--- config.mk ---
export PLATFORM = sky130hd
export DESIGN_NAME = pipelined_cla_addsub
export DESIGN_NICKNAME = d
export VERILOG_FILES = /design/src/rtl/pipelined_cla_addsub.sv
export SDC_FILE = /design/constraint.sdc
export NUM_CORES = 1
export LEC_CHECK = 0
export ABC_AREA = 1
export CAP_MARGIN = 20
export CELL_PAD_IN_SITES_DETAIL_PLACEMENT = 1
export CELL_PAD_IN_SITES_GLOBAL_PLACEMENT = 1
export CORE_MARGIN = 2
export CORE_UTILIZATION = 45
export DETAILED_ROUTE_END_ITERATION = 10
export PLACE_DENSITY = 0.9
export SYNTH_ARGS = -nofsm -noshare
export SYNTH_HDL_FRONTEND = slang
export SYNTH_SLANG_ARGS = --single-unit
--- constraint.sdc ---
create_clock -name clk -period 5.66 [get_ports clk]
set_input_delay 0.566 -clock clk [delete_from_list [all_inputs] [get_ports clk]]
set_output_delay 0.566 -clock clk [all_outputs]
set_load 0.05 [all_outputs]
--- src/rtl/pipelined_cla_addsub.sv ---
// Pipelined add/subtract built from 4-bit carry-lookahead groups, one group per stage.
// Latency: WIDTH/4 cycles from the accept edge to out_valid; one operand set per cycle.
// Backpressure: out_valid && !out_ready freezes every stage and drops in_ready.
module pipelined_cla_addsub #(
  parameter int WIDTH = 16
) (
  input  logic             clk,
  input  logic             rst,
  input  logic             in_valid,
  output logic             in_ready,
  input  logic [WIDTH-1:0] A_in,
  input  logic [WIDTH-1:0] B_in,
  input  logic             Cin,
  input  logic             sub,
  output logic             out_valid,
  input  logic             out_ready,
  output logic [WIDTH-1:0] sum,
  output logic             Cout,
  output logic             ovf,
  output logic             zero
);

  // WIDTH must be a multiple of 4 and at least 4.
  localparam int NG = WIDTH / 4;

  // 4-bit lookahead unit: every carry is a flat sum of products of the
  // group carry-in, so nothing ripples inside the group. Returns {c4, s[3:0]}.
  function automatic logic [4:0] cla4(input logic [3:0] a, input logic [3:0] b,
                                      input logic ci);
    logic [3:0] g;
    logic [3:0] p;
    logic [4:0] c;
    g    = a & b;
    p    = a ^ b;
    c[0] = ci;
    c[1] = g[0] | (p[0] & ci);
    c[2] = g[1] | (p[1] & g[0]) | (p[1] & p[0] & ci);
    c[3] = g[2] | (p[2] & g[1]) | (p[2] & p[1] & g[0]) | (p[2] & p[1] & p[0] & ci);
    c[4] = g[3] | (p[3] & g[2]) | (p[3] & p[2] & g[1]) | (p[3] & p[2] & p[1] & g[0])
         | (p[3] & p[2] & p[1] & p[0] & ci);
    return {c[4], p ^ c[3:0]};
  endfunction

  logic stall;

  assign stall    = out_valid & ~out_ready;
  assign in_ready = ~stall & ~rst;

  // Input register stage: subtraction is folded in here as A + ~B + 1, so the
  // group stages only ever add.
  logic             v0_q;
  logic [WIDTH-1:0] a0_q;
  logic [WIDTH-1:0] b0_q;
  logic             c0_q;

  // Capture an operand set whenever the pipe moves; in_valid=0 enters as a bubble.
  always_ff @(posedge clk) begin
    if (rst) begin
      v0_q <= 1'b0;
    end else if (!stall) begin
      v0_q <= in_valid;
      a0_q <= A_in;
      b0_q <= sub ? ~B_in : B_in;
      c0_q <= sub | Cin;
    end
  end

  // Stage g+1 resolves group g. Operand registers shrink by one group per
  // stage (only unconsumed bits travel on), completed sum bits grow by one group.
  for (genvar g = 0; g < NG; g++) begin : st
    localparam int RW = WIDTH - 4 * g;

    logic            v_src;
    logic            c_src;
    logic [RW-1:0]   a_src;
    logic [RW-1:0]   b_src;
    logic [4:0]      grp_d;
    logic [4*g+3:0]  s_d;
    logic            v_q;
    logic            c_q;
    logic [4*g+3:0]  s_q;

    if (g == 0) begin : src
      assign v_src = v0_q;
      assign c_src = c0_q;
      assign a_src = a0_q;
      assign b_src = b0_q;
      assign s_d   = grp_d[3:0];
    end else begin : src
      assign v_src = st[g-1].v_q;
      assign c_src = st[g-1].c_q;
      assign a_src = st[g-1].op.a_q;
      assign b_src = st[g-1].op.b_q;
      assign s_d   = {grp_d[3:0], st[g-1].s_q};
    end

    assign grp_d = cla4(a_src[3:0], b_src[3:0], c_src);

    // Advance valid, group carry-out and completed sum bits; hold while stalled.
    always_ff @(posedge clk) begin
      if (rst) begin
        v_q <= 1'b0;
        c_q <= 1'b0;
        s_q <= '0;
      end else if (!stall) begin
        v_q <= v_src;
        c_q <= grp_d[4];
        s_q <= s_d;
      end
    end

    if (g < NG - 1) begin : op
      logic [RW-5:0] a_q;
      logic [RW-5:0] b_q;

      // Forward the operand bits later groups still need.
      always_ff @(posedge clk) begin
        if (!stall) begin
          a_q <= a_src[RW-1:4];
          b_q <= b_src[RW-1:4];
        end
      end
    end else begin : fl
      logic ovf_q;
      logic zero_q;

      // Flags are formed from the final group so they land with the sum.
      always_ff @(posedge clk) begin
        if (rst) begin
          ovf_q  <= 1'b0;
          zero_q <= 1'b0;
        end else if (!stall) begin
          ovf_q  <= (a_src[3] == b_src[3]) && (grp_d[3] != a_src[3]);
          zero_q <= (s_d == '0);
        end
      end
    end
  end

  assign out_valid = st[NG-1].v_q;
  assign sum       = st[NG-1].s_q;
  assign Cout      = st[NG-1].c_q;
  assign ovf       = st[NG-1].fl.ovf_q;
  assign zero      = st[NG-1].fl.zero_q;

endmodule

==> metrics.cfg <==
[global_route]
grt_use_total_pct = 19.11
grt-ovfl-total = 0
grt_pass1_vias = 3435
grt_max_degree = 109
grt_pass1_wl_um = 16910
antenna_found_initial = 0

[worst_setup_path]
rr_worst_depth = 8
cp_cell_sequence = clkdlybuf4s50_1 > inv_2 > nand2_4 > inv_2 > nor2_2 > buf_4 > clkdlybuf4s50_1
worstReg2RegEnd = zero$_SDFFE_PP0N_
rr_startpoint = st[2].c_q$_SDFFE_PP0N_
cp.arrival_ps = 2890
r2r_setup_slack_ps = 3960
start_kind = input pin
crit_required_ps = 5090
crit_fanout = 40
slowest_stage = clkdlybuf4s50_1
slowest_delay_ps = 890
critical_path_class = input pin to output port
crit_path_end_kind = output port

[placed_design]
dp_cells = 603
portBuffers = 58
hpwl_um = 6871
gp_congestion = 0.7644
dp_slack_ps = 2233

[worst_hold_path]
hold_end = st[2].op.a_q[3]$_DFFE_PN_
hp-start = st[1].op.a_q[7]$_DFFE_PN_
min_path_cells = 0
min_path_type = flop to flop

[sta]
drv_slew = 0
worst_pin_slew_ps = 900.9
setup-violations-final = 0
maxSlewHeadroom_pct = 39.75
final.setup.tns_ps = 0
fin_worst_skew_ps = 8.528
hold_viol = 0
grt_setup_unrepaired = false
fin_ws_ps = 2205
fin_crit_sh_pct = 61.03
clock.fmax_mhz = 289.5
period_minus_slack_ps = 3455

[status]
outcome = finished, final reports clean

[clock_tree]
ctsResizeCount = 0
holdBufCountCts = 0
clkTransAtPathRegs_ps = 60
cts_tree = done
clk_latency_ps = 510
cts_num_sinks = 132
post_cts_buffers = 0
cts_buffers = 17
cts_htree_levels = 4
clockBufferDepth = 2
root_buffer = clkbuf_8

[yosys]
avgSynthCellArea_um2 = 12.09
synth_nets = 477
synth-seq-cells = 132
yosys_warnings = 0
syn_area_um2 = 5065
ys_seq_area_share_pct = 68.18
yosysUniqueCellTypes = 28
postSynthCellCount = 419

[pwr]
p_leak_uw = 0.002541
ir_drop_v = 0.0001794
power_density_nw_per_um2 = 386.1

[routing]
wl_per_cell_um = 16.43
vias = 3221
drt_wl_total_um = 10450
met2_length_um = 5662
routed_via_density = 5.064
postRouteAntennaNets = 0
top_layer_used = met4
drt-initial-drc-count = 129
wl_met3_um = 332
wl_met1_um = 4317
drt_pre_antenna_iters = 4
drc = 0

[floorplan]
ios = 59
fp.dieW_um = 110.1
core_um2 = 10890
rows = 38
die_y_um = 110.1
start_util_pct = 46.52
die_area_um2 = 12120

[finish]
fillers = 1123
drive_gt1_share_pct = 8.669
area_growth_pct = 24.58
fin_nets = 541
diodes = 0
fin_util_pct = 57.95
fin_cells = 636

[flow_run]
cap_viol_max_count = 0

[where the power goes]
group | internal, µW | leakage, µW | total (µW) | switching (µW)
registers | 1110 | 0.00125 | 1160 | 44.0
clock network | 604 | 0.000259 | 975 | 371
logic | 122 | 0.00103 | 304 | 182
total | 1840 | 0.00254 | 2440 | 598
[worst max path at each step]
stage	start	end	slack (ps)	cells after the start
CTS	out_ready	in_ready	2190	7
finish	out_ready	in_ready	2210	7
floorplan	out_ready	in_ready	2180	5
global route	out_ready	in_ready	2080	7
global placement	out_ready	in_ready	2280	7
detailed placement	out_ready	in_ready	2230	7
[sequential cells by signal, summed over array words and instances (netlist names)]
signal / count
sum: 16
a0_q: 16
st.op.b_q: 24
c0_q: 1
st.v_src: 1
st.c_q: 3
b0_q: 16
st.s_q: 24
st.v_q: 3
st.op.a_q: 24
Cout: 1
out_valid: 1
zero: 1
ovf: 1
[kinds of logic (layout without fill, tap and decap cells)]
family | count (synthesis) | count (layout) | share of synthesized area, %
buffers and inverters | 45 | 122 | 3.804
flip-flops | 132 | 132 | 68.18
XOR/XNOR | 22 | 22 | 3.804
AND/OR/NAND/NOR | 122 | 122 | 10.40
adder cells (fa/ha/maj) | 20 | 20 | 5.534
AO/OA/AOI/OAI | 78 | 78 | 8.276
[cell usage in the layout, fill, tap and decap left out, drive strengths merged]
cell type / instances
a21oi: 26
buf: 3
bufinv: 1
clkbuf: 27
clkdlybuf4s50: 58
clkinv: 3
dfxtp: 51
edfxtp: 81
fa: 4
ha: 16
inv: 30
nand2: 42
nand3: 15
nand3b: 4
nand4: 3
nor2: 56
o211ai: 2
o21ai: 44
o21bai: 6
or2: 2
xnor2: 3
xor2: 19
[stage by stage]
stage | cell area [µm²] | total power [µW] | hold WS, ps
global placement | 5759 | 1449 | 402.4
CTS | 6282 | 2460 | 415.7
finish | 6310 | 2436 | 416.7
floorplan | 5065 | 1360 | 400.3
detailed placement | 5759 | 1478 | 406.6
global route | 6310 | 2540 | 422.5
[cell type report]
| type | count | area [µm²] | area share [%] |
|---|---|---|---|
| well taps | 140 | 175.2 | 2.776 |
| multi-input cells | 242 | 1426 | 22.61 |
| clock inverters | 5 | 51.30 | 0.8130 |
| inverters | 29 | 108.9 | 1.725 |
| repair buffers | 61 | 623.1 | 9.875 |
| clock buffers | 27 | 471.7 | 7.476 |
| flip-flops and latches | 132 | 3453 | 54.73 |
[Yosys cell counts (all sizes together)]
| library cell | count | area (µm²) |
|---|---|---|
| a21oi | 26 | 133.9 |
| inv | 29 | 108.9 |
| ha | 16 | 200.2 |
| xnor2 | 3 | 26.28 |
| dfxtp | 51 | 1021 |
| nor2 | 56 | 210.2 |
| o211ai | 2 | 20.02 |
| fa | 4 | 80.08 |
| o21bai | 6 | 45.04 |
| o21ai | 44 | 220.2 |
| edfxtp | 81 | 2432 |
| nand2 | 42 | 175.2 |
| clkbuf | 3 | 13.76 |
| or2 | 2 | 12.52 |
| nand4 | 3 | 18.77 |
| xor2 | 19 | 166.4 |
| nand3 | 15 | 80.08 |
| nand3b | 4 | 30.03 |
| buf | 13 | 70.06 |
[routing by layer]
layer / up-vias / GRT usage [%]
met5: - / 0
met2: 70 / 34.22
met4: 0 / 8.393
met3: 11 / 4.586
met1: 1574 / 21.63
li1: 1566 / -
[worst max-delay path, delay by kind of cell]
kind | cells | cell delay, ps
AND/OR/NAND/NOR | 2 | 230
buffers and inverters | 5 | 2060
Power figures use the tool's default switching activity.
